===== src/rtl/snake_sound_seq.sv =====
`default_nettype none
// ============================================================================
//  Module   : snake_sound_seq
//  Purpose  : Sound-effect sequencer for the snake game. Converts one-cycle
//             game events (food eaten, crash) into timed note sequences and
//             presents the buzzer's tone period (0 = silent).
//  Revision : 1.0  initial release
// ----------------------------------------------------------------------------
//  Ports
//    sys_clk    in   1   system clock (single domain)
//    sys_rst_n  in   1   asynchronous active-low reset
//    eat_evt    in   1   one-cycle pulse, food eaten
//    crash_evt  in   1   one-cycle pulse, snake crashed
//    mute       in   1   level, silences output; sequencing continues
//    freq_data  out  18  tone period to buzzer, 0 = silent (registered)
//    tone_on    out  1   high when freq_data != 0 (registered)
//    busy       out  1   sequence in progress (registered)
//    done       out  1   one-cycle pulse when a sequence completes
// ============================================================================
module snake_sound_seq #(
  parameter logic [24:0] NOTE_LEN = 25'd5000000,
  parameter logic [24:0] GAP_LEN  = 25'd1250000,
  parameter logic [17:0] DO       = 18'd190839,
  parameter logic [17:0] MI       = 18'd151515,
  parameter logic [17:0] SO       = 18'd127550
) (
  input  logic        sys_clk,
  input  logic        sys_rst_n,
  input  logic        eat_evt,
  input  logic        crash_evt,
  input  logic        mute,
  output logic [17:0] freq_data,
  output logic        tone_on,
  output logic        busy,
  output logic        done
);

  typedef enum logic [1:0] {
    S_IDLE = 2'd0,
    S_NOTE = 2'd1,
    S_GAP  = 2'd2
  } state_t;

  localparam logic SEQ_EAT   = 1'b0;
  localparam logic SEQ_CRASH = 1'b1;

  state_t      state_q, state_d;
  logic [24:0] cnt_q,   cnt_d;
  logic [1:0]  idx_q,   idx_d;
  logic        seq_q,   seq_d;
  logic        pend_q,  pend_d;
  logic [17:0] freq_q,  freq_d;
  logic        tone_q,  tone_d;
  logic        busy_q,  busy_d;
  logic        done_q,  done_d;

  logic w_pend;
  logic w_last;
  logic w_note_end;
  logic w_gap_end;
  logic w_step;

  // Note table: EAT = DO, SO ; CRASH = SO, MI, DO
  function automatic logic [17:0] note_period(input logic seq, input logic [1:0] idx);
    logic [17:0] p;
    p = 18'd0;
    if (seq == SEQ_EAT) begin
      p = (idx == 2'd0) ? DO : SO;
    end else begin
      case (idx)
        2'd0:    p = SO;
        2'd1:    p = MI;
        default: p = DO;
      endcase
    end
    return p;
  endfunction

  always_comb begin
    state_d = state_q;
    cnt_d   = cnt_q;
    idx_d   = idx_q;
    seq_d   = seq_q;
    pend_d  = pend_q;
    done_d  = 1'b0;

    // An eat arriving on the very edge an EAT finishes still counts as queued.
    w_pend     = pend_q | (eat_evt & (state_q != S_IDLE) & (seq_q == SEQ_EAT));
    w_last     = (seq_q == SEQ_CRASH) ? (idx_q == 2'd2) : (idx_q == 2'd1);
    w_note_end = (state_q == S_NOTE) && (cnt_q == NOTE_LEN - 25'd1);
    w_gap_end  = (state_q == S_GAP)  && (cnt_q == GAP_LEN - 25'd1);
    // With no gap configured, a note's end advances straight to the next note.
    w_step     = w_gap_end || (w_note_end && (GAP_LEN == 25'd0));

    if (crash_evt) begin
      // Crash always wins: aborts/restarts anything and drops queued eats.
      state_d = S_NOTE;
      seq_d   = SEQ_CRASH;
      idx_d   = 2'd0;
      cnt_d   = 25'd0;
      pend_d  = 1'b0;
    end else if (eat_evt && (state_q == S_IDLE)) begin
      state_d = S_NOTE;
      seq_d   = SEQ_EAT;
      idx_d   = 2'd0;
      cnt_d   = 25'd0;
    end else if ((state_q == S_NOTE) || (state_q == S_GAP)) begin
      pend_d = w_pend;
      if (w_step) begin
        cnt_d = 25'd0;
        if (w_last) begin
          done_d = 1'b1;
          idx_d  = 2'd0;
          if (w_pend) begin
            // Back-to-back EAT starts on the completion edge; busy never drops.
            state_d = S_NOTE;
            seq_d   = SEQ_EAT;
            pend_d  = 1'b0;
          end else begin
            state_d = S_IDLE;
          end
        end else begin
          idx_d   = idx_q + 2'd1;
          state_d = S_NOTE;
        end
      end else if (w_note_end) begin
        cnt_d   = 25'd0;
        state_d = S_GAP;
      end else begin
        cnt_d = cnt_q + 25'd1;
      end
    end else begin
      // Idle, or an unreachable encoding: settle in IDLE.
      state_d = S_IDLE;
      cnt_d   = 25'd0;
      idx_d   = 2'd0;
      pend_d  = 1'b0;
    end

    // Outputs follow the next state so they are aligned with it after the edge.
    freq_d = ((state_d == S_NOTE) && !mute) ? note_period(seq_d, idx_d) : 18'd0;
    tone_d = (freq_d != 18'd0);
    busy_d = (state_d != S_IDLE);
  end

  always_ff @(posedge sys_clk or negedge sys_rst_n) begin
    if (!sys_rst_n) begin
      state_q <= S_IDLE;
      cnt_q   <= 25'd0;
      idx_q   <= 2'd0;
      seq_q   <= SEQ_EAT;
      pend_q  <= 1'b0;
      freq_q  <= 18'd0;
      tone_q  <= 1'b0;
      busy_q  <= 1'b0;
      done_q  <= 1'b0;
    end else begin
      state_q <= state_d;
      cnt_q   <= cnt_d;
      idx_q   <= idx_d;
      seq_q   <= seq_d;
      pend_q  <= pend_d;
      freq_q  <= freq_d;
      tone_q  <= tone_d;
      busy_q  <= busy_d;
      done_q  <= done_d;
    end
  end

  assign freq_data = freq_q;
  assign tone_on   = tone_q;
  assign busy      = busy_q;
  assign done      = done_q;

endmodule
`default_nettype wire


===== config.mk =====
export PLATFORM = sky130hd
export DESIGN_NAME = snake_sound_seq
export DESIGN_NICKNAME = d
export VERILOG_FILES = /design/src/rtl/snake_sound_seq.sv
export SDC_FILE = /design/constraint.sdc
export NUM_CORES = 1
export LEC_CHECK = 0
export ABC_CLOCK_PERIOD_IN_PS = 6500
export BUFFER_PORTS_ARGS = -buffer_cell sky130_fd_sc_hd__buf_4
export CORE_ASPECT_RATIO = 0.75
export CORE_MARGIN = 1.5
export CORE_UTILIZATION = 36
export DETAILED_ROUTE_END_ITERATION = 10
export RECOVER_POWER = 100
export SYNTH_ARGS = -nofsm -noshare
export SYNTH_HDL_FRONTEND = slang
export SYNTH_SLANG_ARGS = --single-unit
export TNS_END_PERCENT = 20

===== constraint.sdc =====
create_clock -name sys_clk -period 6.5 [get_ports sys_clk]
set_input_delay 1.3 -clock sys_clk [delete_from_list [all_inputs] [get_ports sys_clk]]
set_output_delay 1.3 -clock sys_clk [all_outputs]
set_load 0.005 [all_outputs]

==> summary.md, run 1 <==
| Metric | Value |
|---|---|
| Crit share post-route | `approximately 43%` |
| Total GRT Usage | `roughly 14%` |
| Largest family of logic cells by synthesized area | `simple AND/OR/NAND/NOR gates` |
| Share of layout cells above drive strength 1 | `about an eighth` |
| R2r setup slk | `roughly 3.9 ns` |
| Critical path type | `input pin to asynchronous set/reset pin` |
| CTS tree | `yes` |
| Synth Area in Compound Gates | `approximately 6.4%` |
| Core area | `a little under 0.006 mm^2` |
| Full die area | `~0.0068 mm^2` |
| # rows | `24` |
| Grt ovf | `0` |
| Final setup fails | `0` |
| Min-delay src | `cnt_q[0]$_DFF_PN0_` |
| Placed Cells | `~320` |
| Crit Reg-Reg Endpoint | `cnt_q[18]$_DFF_PN0_` |
| Worst-Skew Late Latency | `between 0.2 and 0.3 ns` |
| Worst R2R Path Depth | `6` |
| Cell-by-cell trace of the critical path | `clkbuf_1` |
| Final net count | `between 200 and 300` |
| Crit-path max cell delay | `approximately 1.4 ns` |
| Drt pass-1 iters | `4` |
| Most frequent cells in the layout | `nor2_1, dfrtp_1, clkbuf_4` |
| Register area share after synthesis | `44.2%` |
| Antenna fix cells | `0` |
| Synth async-reset ratio | `100%` |
| Iter 0 DRT Violations | `around 130` |
| Req. time, crit path | `6.48 ns` |
| Antenna violations before repair | `0` |
| CP endpoint kind | `asynchronous set/reset pin` |
| Slew of the pin with the lowest slew margin | `between 2 and 2.5 ns` |
| Leakage Power | `between 1 and 1.5 nW` |
| Status | `complete, but fails checks` |
| Postcts setup bufs | `0` |
| Hold Fails Final Rpt | `0` |
| Mapped Nets | `around 250` |
| Crit path buf inv count | `1` |
| Peak Freq | `roughly 360 MHz` |
| Post-DRT Antenna Nets | `0` |
| Design area | `roughly 0.0025 mm^2` |
| Tmin final | `around 2.8 ns` |
| WL/cell | `~13 um` |
| GP Congestion | `approximately 0.84` |
| Max VDD drop | `0.103 mV` |
| Synth cell types | `49` |
| Placed Area | `approximately 0.0024 mm^2` |
| Synthesized area per cell | `9.57 um^2` |
| Clock Sinks | `40` |
| Die Height | `approximately 72 um` |
| CP arrival | `2.75 ns` |
| Final Core Density | `between 40% and 50%` |
| Most common cell after layout, fill and taps aside | `nor2_1` |
| Avg Vias per Cell | `approximately 5.1` |
| Synthesis-to-finish area growth | `8.72%` |
| Cells after Synth | `between 200 and 250` |
| RR Startpoint | `cnt_q[0]$_DFF_PN0_` |
| Hold path depth | `1` |
| Setup total negative slack | `0 ns` |
| Hold worst-path end | `cnt_q[0]$_DFF_PN0_` |
| CP max FO | `40` |
| Critical Path Source Type | `input pin` |
| Initial Utilization | `a little under two fifths` |
| DP Wirelength | `3170 um` |
| #FFs+latches synth | `40` |
| EDFF count, synth | `0` |
| Final wirelength | `4350 um` |
| Final worst setup slack | `3.73 ns` |
| # IOs | `26` |
| Failing checks | `max-capacitance violations, max-slew violations` |
| Place WS | `~3.4 ns` |
| Syn Std Cell Area | `0.00227 mm^2` |
| Mux share of post-synthesis cell area | `between 1 and 1.5%` |
| # DRC | `0` |
| Clk pin slew, worst setup/hold paths | `~0.070 ns` |
| Hold-fix buffers, CTS | `0` |
| First-pass GRT wire length | `7600 um` |
| Htree depth | `2` |
| XOR/XNOR Fraction of Synth Area | `~8.9%` |
| Clock root cell | `clkbuf_8` |
| Max Cap Viol | `1` |
| Die W | `94.6 um` |
| P per Cell Area | `slightly below 200 mW/mm^2` |
| Final Power | `478 uW` |
| Dominant synthesized flop cell | `dfrtp_1` |
| RSZ-0062 raised after global routing | `no` |
| Worst hold slack | `0.496 ns` |
| Via Count | `1673` |
| Worst hold path class | `register to register` |
| Final setup skew | `0.00431 ns` |
| Number of global-route vias before repair | `around 1500` |
| Fillcell total | `around 600` |
| Slowest CP cell | `clkbuf_1` |
| Pins over their slew limit | `41` |
| Cts repair resizes | `0` |
| Max clock buf depth | `2` |
| Fin cells | `about 330` |
| Pin count of the biggest net entering global routing | `approximately 40` |
| IO Port Bufs | `25` |
| Slew HR | `-36.2%` |
| Post-synthesis adder-cell area fraction | `under 10%` |
| Post-synthesis simple-gate area fraction | `29.8%` |
| Top delay family on crit path | `buffers and inverters` |
| YS warnings | `0` |
| Number of buffers created by CTS | `5` |
[area by class of cell]
cell class              count  area, um^2  share of cell area [%]
flip-flops and latches     40        1000                    40.6
clock inverters             1        5.00                   0.203
clock buffers               6        72.6                    2.94
multi-input cells         167        1080                    43.8
repair buffers             25         176                    7.16
inverters                   9        33.8                    1.37
well taps                  78        97.6                    3.96
[flip-flops by register name (all words and copies together) (netlist names)]
register   count
state_q        2
tone_on        1
idx_q          2
done           1
freq_data      6
seq_q          1
cnt_q         25
pend_q         1
busy           1
[how the worst max path moves through the flow]
stage	startpoint	to	depth (start not counted)
2_1_floorplan	crash_evt	cnt_q[10]$_DFF_PN0_	6
3_3_place_gp	eat_evt	cnt_q[21]$_DFF_PN0_	5
3_5_place_dp	crash_evt	cnt_q[21]$_DFF_PN0_	5
4_1_cts	eat_evt	cnt_q[21]$_DFF_PN0_	5
5_1_grt	sys_rst_n	cnt_q[23]$_DFF_PN0_	1
6_report	sys_rst_n	cnt_q[23]$_DFF_PN0_	1
[per-layer routing]
layer  vias to the layer above  share of wire (%)  track usage [%]
met5                         -                  0                0
met4                         0               0.92             4.15
met3                         2                5.6             2.87
met2                        43                 41             18.7
met1                       797                 53             23.1
li1                        831                  -                -
[synthesized netlist by cell type (4+ instances only)]
cell type | n | area share, %
nand4_1 | 8 | 2.2
buf_2 | 4 | 0.88
xnor2_1 | 12 | 4.6
ha_1 | 4 | 2.2
nor4b_1 | 5 | 1.9
and3_1 | 8 | 2.2
xor2_1 | 11 | 4.2
nand2_1 | 13 | 2.2
dfrtp_1 | 40 | 44
nor2b_1 | 5 | 1.4
inv_1 | 7 | 1.2
nor2_1 | 41 | 6.8
a21oi_1 | 7 | 1.5
buf_4 | 12 | 4.0
nand3_1 | 11 | 2.4
clkbuf_1 | 4 | 0.66
[power by group]
| group | internal, mW | switching (mW) |
|---|---|---|
| sequential | 0.259 | 0.00826 |
| clock | 0.0729 | 0.0766 |
| combinational | 0.0267 | 0.0344 |
| total | 0.358 | 0.119 |
[cell families after synthesis]
group	Yosys count
and+or+nand+nor	118
DFF	40
buffers and inverters	30
xor gates and xnor gates	23
AOI/OAI and AO/OA	19
adders and majority gates	4
muxes	3
(Power assumes the default switching activity.)
==> run 2, diff against run 1 <==
- ABC_CLOCK_PERIOD_IN_PS: 6500 -> 2550
- clock period: 6.5 -> 2.55 ns (I/O delays scaled with it)
==> run 2 against run 1 <==
Critical endpoint is now freq_data[15]$_DFF_PN0_. Largest power group unchanged. Core utilization rose by 0.69 points. Critical path type is now register to register. Non-clock buffer count up 3. Clock skew rose by 0.0012 ns. Cell count grew 0.92%. The run now ends clean. Final area rose by 1.7%. Register-to-register slack got worse by 3.7 ns. Highest routed layer unchanged. Count of clock-buffer cells in the layout is the same. Clock power grew to 2.6 times the previous value.
==> summary.md, run 2 (synthesis results as in run 1) <==
| Metric | Value |
|---|---|
| Status | `finished, final reports clean` |
| Slew HR | `34.5% (+71 points)` |
| GP Congestion | `0.810 (-3.1%)` |
| Setup total negative slack | `0 ns (unchanged)` |
| CTS tree | `yes` |
| Total GRT Usage | `14.2% (-0.097 points)` |
| Hold-fix buffers, CTS | `0 (unchanged)` |
| Crit path buf inv count | `0 (-1)` |
| Slowest CP cell | `or3_1` |
| Crit share post-route | `91.6%` |
| Most frequent cells in the layout | `nor2_1, dfrtp_1, clkbuf_4` |
| Die W | `94.6 um (unchanged)` |
| Critical Path Source Type | `register` |
| Crit. Startpoint | `cnt_q[0]$_DFF_PN0_` |
| Clock Sinks | `40 (unchanged)` |
| Hold Fails Final Rpt | `0 (unchanged)` |
| Pins over their slew limit | `0 (-100%)` |
| Tmin final | `about 2.3 ns` |
| CP endpoint kind | `register` |
| Synthesis-to-finish area growth | `10.5%` |
| Number of buffers created by CTS | `5 (unchanged)` |
| RSZ-0062 raised after global routing | `no` |
| Grt ovf | `0 (unchanged)` |
| Crit-path max cell delay | `0.52 ns (-0.91 ns)` |
| CP max FO | `7 (-83%)` |
| Post-DRT Antenna Nets | `0 (unchanged)` |
| Leakage Power | `1.10 nW (+3.1%)` |
| Cell-by-cell trace of the critical path | `ha_1 -> and3_1 -> nand4_1 -> or3_1 -> a311oi_4 -> nand3b_4 -> nor2_1` |
| Clk pin slew, worst setup/hold paths | `0.07 ns (about the same)` |
| Clock root cell | `clkbuf_8` |
| Max Cap Viol | `0 (-1)` |
| Max reg flops | `25 (unchanged)` |
| WL/cell | `13.5 um (+1.0%)` |
| Top delay family on crit path | `simple AND/OR/NAND/NOR gates` |
| Number of global-route vias before repair | `1432 (-6.3%)` |
| Drt pass-1 iters | `4 (unchanged)` |
| Antenna fix cells | `0 (unchanged)` |
| # rows | `24 (unchanged)` |
| Iter 0 DRT Violations | `108 (-15%)` |
| Worst hold path class | `input pin to asynchronous set/reset pin` |
| Antenna violations before repair | `0 (unchanged)` |
| Slew of the pin with the lowest slew margin | `0.983 ns (-1.06 ns)` |
| Peak Freq | `about 430 MHz` |
| RR Startpoint | `cnt_q[0]$_DFF_PN0_` |
| IO Port Bufs | `25 (unchanged)` |
| Full die area | `0.00679 mm^2 (unchanged)` |
| First-pass GRT wire length | `7330 um (-3.4%)` |
| Final worst setup slack | `0.215 ns (-3.52 ns)` |
| P per Cell Area | `493 mW/mm^2 (+150%)` |
| Fillcell total | `593 (-0.67%)` |
| Via Count | `1655 (-1.1%)` |
| Largest reg by FF count | `cnt_q` |
| Final setup skew | `0.00551 ns (+0.00120 ns)` |
| Critical path type | `register to register` |
| Max clock buf depth | `2 (unchanged)` |
| Final setup fails | `0 (unchanged)` |
| Avg Vias per Cell | `5.03 (-2.0%)` |
| Final wirelength | `4430 um (+2.0%)` |
| Final net count | `260 (+1.2%)` |
| DP Wirelength | `3280 um (+3.7%)` |
| Postcts setup bufs | `0 (unchanged)` |
| # DRC | `0 (unchanged)` |
| Worst-Skew Late Latency | `0.28 ns (about the same)` |
| Cts repair resizes | `0 (unchanged)` |
| Pin count of the biggest net entering global routing | `41 (unchanged)` |
| Core area | `0.00595 mm^2 (unchanged)` |
| # IOs | `26 (unchanged)` |
| Share of layout cells above drive strength 1 | `15.5% (+2.2 points)` |
| Die Height | `71.7 um (unchanged)` |
| Max VDD drop | `0.216 mV (+110%)` |
| Initial Utilization | `38.1% (unchanged)` |
| Req. time, crit path | `2.77 ns (-3.71 ns)` |
| CP arrival | `2.55 ns (-0.20 ns)` |
| Most common cell after layout, fill and taps aside | `nor2_1` |
| Htree depth | `2 (unchanged)` |
| Place WS | `0.275 ns (-3.17 ns)` |
| Worst hold slack | `0.376 ns (-0.119 ns)` |
[run 2: changes by cell type in the layout (fill, tap and decap cells not counted), sizes merged]
cell and change:
clkbuf -1, buf +4, clkinv -1, inv +1
[run 2: worst register-to-register path: cells and delay by family (launching register included)]
family	cells	cell delay [ns]
adder cells (fa/ha/maj)	1	0.19
AND/OR/NAND/NOR	5	1.36
flip-flops	1	0.39
AO/OA/AOI/OAI	1	0.34
[run 2: layout make-up]
| cell class | count | area [um^2] | share of cell area, % |
|---|---|---|---|
| Tap cell | 78 | 97.6 | 3.89 |
| Multi-Input combinational cell | 167 | 1100 | 43.7 |
| Sequential cell | 40 | 1000 | 39.9 |
| Inverter | 9 | 33.8 | 1.35 |
| Clock inverter | 1 | 5.00 | 0.200 |
| Clock buffer | 6 | 72.6 | 2.90 |
| Timing Repair Buffer | 28 | 200 | 7.99 |
[run 2: per-stage QoR]
step / cell area (um^2) / power [mW] / util (%) / std cells
final: 2510 / 1.23 / 42.2 / 329
after detailed placement: 2440 / 0.862 / 41.1 / 322
after CTS: 2520 / 1.25 / 42.4 / 329
after global routing: 2510 / 1.29 / 42.2 / 329
after floorplan: 2270 / 0.800 / - / 237
after global placement: 2440 / 0.863 / 41.1 / 322
[run 2: worst paths after layout]
path | depth (start not counted) | slack (ns) | endpoint
setup / recovery | 7 | 0.21 | freq_data[15]$_DFF_PN0_
hold / removal | 1 | 0.38 | cnt_q[5]$_DFF_PN0_
setup reg to reg | 7 | 0.21 | freq_data[15]$_DFF_PN0_
hold reg to reg | 1 | 0.48 | cnt_q[0]$_DFF_PN0_
max in group asynchronous | 1 | 1.57 | freq_data[16]$_DFF_PN0_
min in group sys_clk | 2 | 0.42 | pend_q$_DFFE_PN0P_
[run 2: routing by layer]
metal | vias up | track usage (%) | share of wire (%) | wire length, um
met2 | 29 | 17.1 | 36 | 1610
met4 | 0 | 4.48 | 0.77 | 34
met3 | 2 | 3.18 | 3.1 | 137
li1 | 829 | - | - | -
met5 | - | 0 | 0 | 0
met1 | 795 | 23.8 | 60 | 2650
[run 2: power by group]
part / internal [mW] / switching, mW
Clock: 0.186 / 0.206
Sequential: 0.660 / 0.0210
Combinational: 0.0723 / 0.0895
==> run 3, diff against run 2 <==
- CORE_UTILIZATION: 36 -> 45
==> run 3 against run 2 <==
The run now ends with design-rule violations left. Critical path type unchanged. Sequential cell count is the same. Clock power grew 13%. Die area shrank 19%. Sequential power is essentially flat. First-iteration DRC count grew 5.6%.
==> summary.md, run 3 (synthesis results as in run 1) <==
| Metric | Value |
|---|---|
| Clk pin slew, worst setup/hold paths | `0.07 ns (about the same)` |
| Die Height | `64.5 um (-10%)` |
| Failing checks | `design-rule violations` |
| Worst hold slack | `0.369 ns (-0.00681 ns)` |
| Critical Path Source Type | `register` |
| Flop pwr share | `53.2% (-1.9 points)` |
| Total GRT Usage | `17.4% (+3.2 points)` |
| WL/cell | `14.1 um (+4.7%)` |
| Worst-Skew Late Latency | `0.28 ns (about the same)` |
| Setup total negative slack | `0 ns (unchanged)` |
| Final Core Density | `51.0% (+8.9 points)` |
| CTS tree | `yes` |
| Max reg flops | `25 (unchanged)` |
| Antenna violations before repair | `0 (unchanged)` |
| Tmin final | `2.29 ns (-0.0476 ns)` |
| Final worst setup slack | `0.262 ns (+0.0476 ns)` |
| Int Pwr | `972 uW (+5.9%)` |
| Critical path type | `register to register` |
| Clock root cell | `clkbuf_8` |
| DP Wirelength | `3230 um (-1.5%)` |
| Max clock buf depth | `2 (unchanged)` |
| Final setup skew | `0.00415 ns (-0.00137 ns)` |
| # IOs | `26 (unchanged)` |
| Place WS | `0.317 ns (+0.0418 ns)` |
| Combinational Power Share | `12.3% (-0.8 points)` |
| Max Cap Viol | `0 (unchanged)` |
| # rows | `22 (-8.3%)` |
| Crit-path max cell delay | `0.49 ns (-0.03 ns)` |
| Hold Fails Final Rpt | `0 (unchanged)` |
| Largest reg by FF count | `cnt_q` |
| Antenna fix cells | `0 (unchanged)` |
| Die W | `85.0 um (-10%)` |
| Final wirelength | `4370 um (-1.3%)` |
| Number of buffers created by CTS | `5 (unchanged)` |
| Full die area | `0.00548 mm^2 (-19%)` |
| Worst hold path class | `input pin to asynchronous set/reset pin` |
| Slew of the pin with the lowest slew margin | `0.964 ns (-0.0189 ns)` |
| Design area | `0.00249 mm^2 (-0.80%)` |
| CP arrival | `2.50 ns (-0.05 ns)` |
| Final Power | `1.28 mW (+3.5%)` |
| Status | `complete, but fails checks` |
| Pin count of the biggest net entering global routing | `41 (unchanged)` |
| Crit share post-route | `89.7% (-1.9 points)` |
| Final setup fails | `0 (unchanged)` |
| Req. time, crit path | `2.76 ns (about the same)` |
| Leakage Power | `1.10 nW (+0.62%)` |
| Drt pass-1 iters | `7 (+3)` |
| Slowest CP cell | `or3_1` |
| Hold-fix buffers, CTS | `0 (unchanged)` |
| Grt ovf | `0 (unchanged)` |
| Share of layout cells above drive strength 1 | `16.4% (+0.86 points)` |
| Max VDD drop | `0.294 mV (+36%)` |
| R2r setup slk | `0.26 ns (+0.05 ns)` |
| Slew HR | `35.7% (+1.3 points)` |
| RSZ-0062 raised after global routing | `no` |
| Initial Utilization | `46.5% (+8.4 points)` |
| Sw power | `306 uW (-3.5%)` |
| Post-DRT Antenna Nets | `0 (unchanged)` |
| Cts repair resizes | `0 (unchanged)` |
| Number of global-route vias before repair | `1559 (+8.9%)` |
| Sw Share | `23.9% (-1.7 points)` |
| P per Cell Area | `514 mW/mm^2 (+4.3%)` |
| First-pass GRT wire length | `7520 um (+2.5%)` |
| Iter 0 DRT Violations | `114 (+5.6%)` |
| Postcts setup bufs | `0 (unchanged)` |
| Most frequent cells in the layout | `nor2_1, dfrtp_1, clkbuf_4` |
| Htree depth | `2 (unchanged)` |
| Avg Vias per Cell | `5.43 (+7.9%)` |
| Placed Cells | `303 (-5.9%)` |
| Final net count | `259 (-0.38%)` |
| CP max FO | `7 (unchanged)` |
| GP Congestion | `0.872 (+7.7%)` |
| # DRC | `8 (+8)` |
| Pins over their slew limit | `0 (unchanged)` |
| Core area | `0.00487 mm^2 (-18%)` |
| Most common cell after layout, fill and taps aside | `nor2_1` |
| Fin cells | `310 (-5.8%)` |
| Via Count | `1683 (+1.7%)` |
| Clock Sinks | `40 (unchanged)` |
| IO Port Bufs | `25 (unchanged)` |
| Peak Freq | `437 MHz (+2.1%)` |
| Placed Area | `0.00241 mm^2 (-1.2%)` |
| Cell-by-cell trace of the critical path | `ha_1 -> and3_1 -> nand4_1 -> or3_1 -> a311oi_2 -> nand3b_4 -> nor2_1` |
| CP endpoint kind | `register` |
| Synthesis-to-finish area growth | `9.66%` |
| Clk pwr share | `34.5% (+2.7 points)` |
==> run 3: path summary, 6_finish.rpt <==
check / cells after the start / endpoint / from
worst max register to register: 7 / freq_data[15]$_DFF_PN0_ / cnt_q[0]$_DFF_PN0_
max in group asynchronous: 1 / state_q[0]$_DFF_PN0_ / sys_rst_n
worst min register to register: 1 / cnt_q[0]$_DFF_PN0_ / cnt_q[0]$_DFF_PN0_
worst min-delay path: 1 / cnt_q[2]$_DFF_PN0_ / sys_rst_n
min in group sys_clk: 2 / pend_q$_DFFE_PN0P_ / crash_evt
worst max-delay path: 7 / freq_data[15]$_DFF_PN0_ / cnt_q[0]$_DFF_PN0_
==> run 3: critical path: cells and delay by family (launching register included) <==
family                     cells  cell delay, ns
and+or+nand+nor                5            1.25
DFF                            1            0.39
AOI/OAI and AO/OA              1            0.38
adders and majority gates      1            0.19
==> run 3: power groups by stage <==
| stage | clock network (mW) | logic, mW | registers, mW |
|---|---|---|---|
| 2_1_floorplan | 0 | 0.111 | 0.689 |
| 3_5_place_dp | 0 | 0.169 | 0.693 |
| 3_3_place_gp | 0 | 0.171 | 0.692 |
| 6_report | 0.441 | 0.157 | 0.680 |
| 4_1_cts | 0.457 | 0.169 | 0.681 |
| 5_1_grt | 0.487 | 0.179 | 0.684 |
==> run 3: per-layer routing <==
metal	vias up	share of wire, %	routed length, um	global-route usage [%]
met1	807	54	2350	27.2
met4	0	0.48	21	4.30
met3	2	6.0	261	4.20
met5	-	0	0	0
li1	826	-	-	-
met2	48	40	1740	23.9
==> run 3: area by class of cell <==
class / count / area (um^2)
Fill cell: 476 / 2390
Multi-Input combinational cell: 167 / 1080
Sequential cell: 40 / 1000
Timing Repair Buffer: 27 / 200
Clock buffer: 7 / 96.3
Tap cell: 60 / 75.1
Inverter: 9 / 33.8
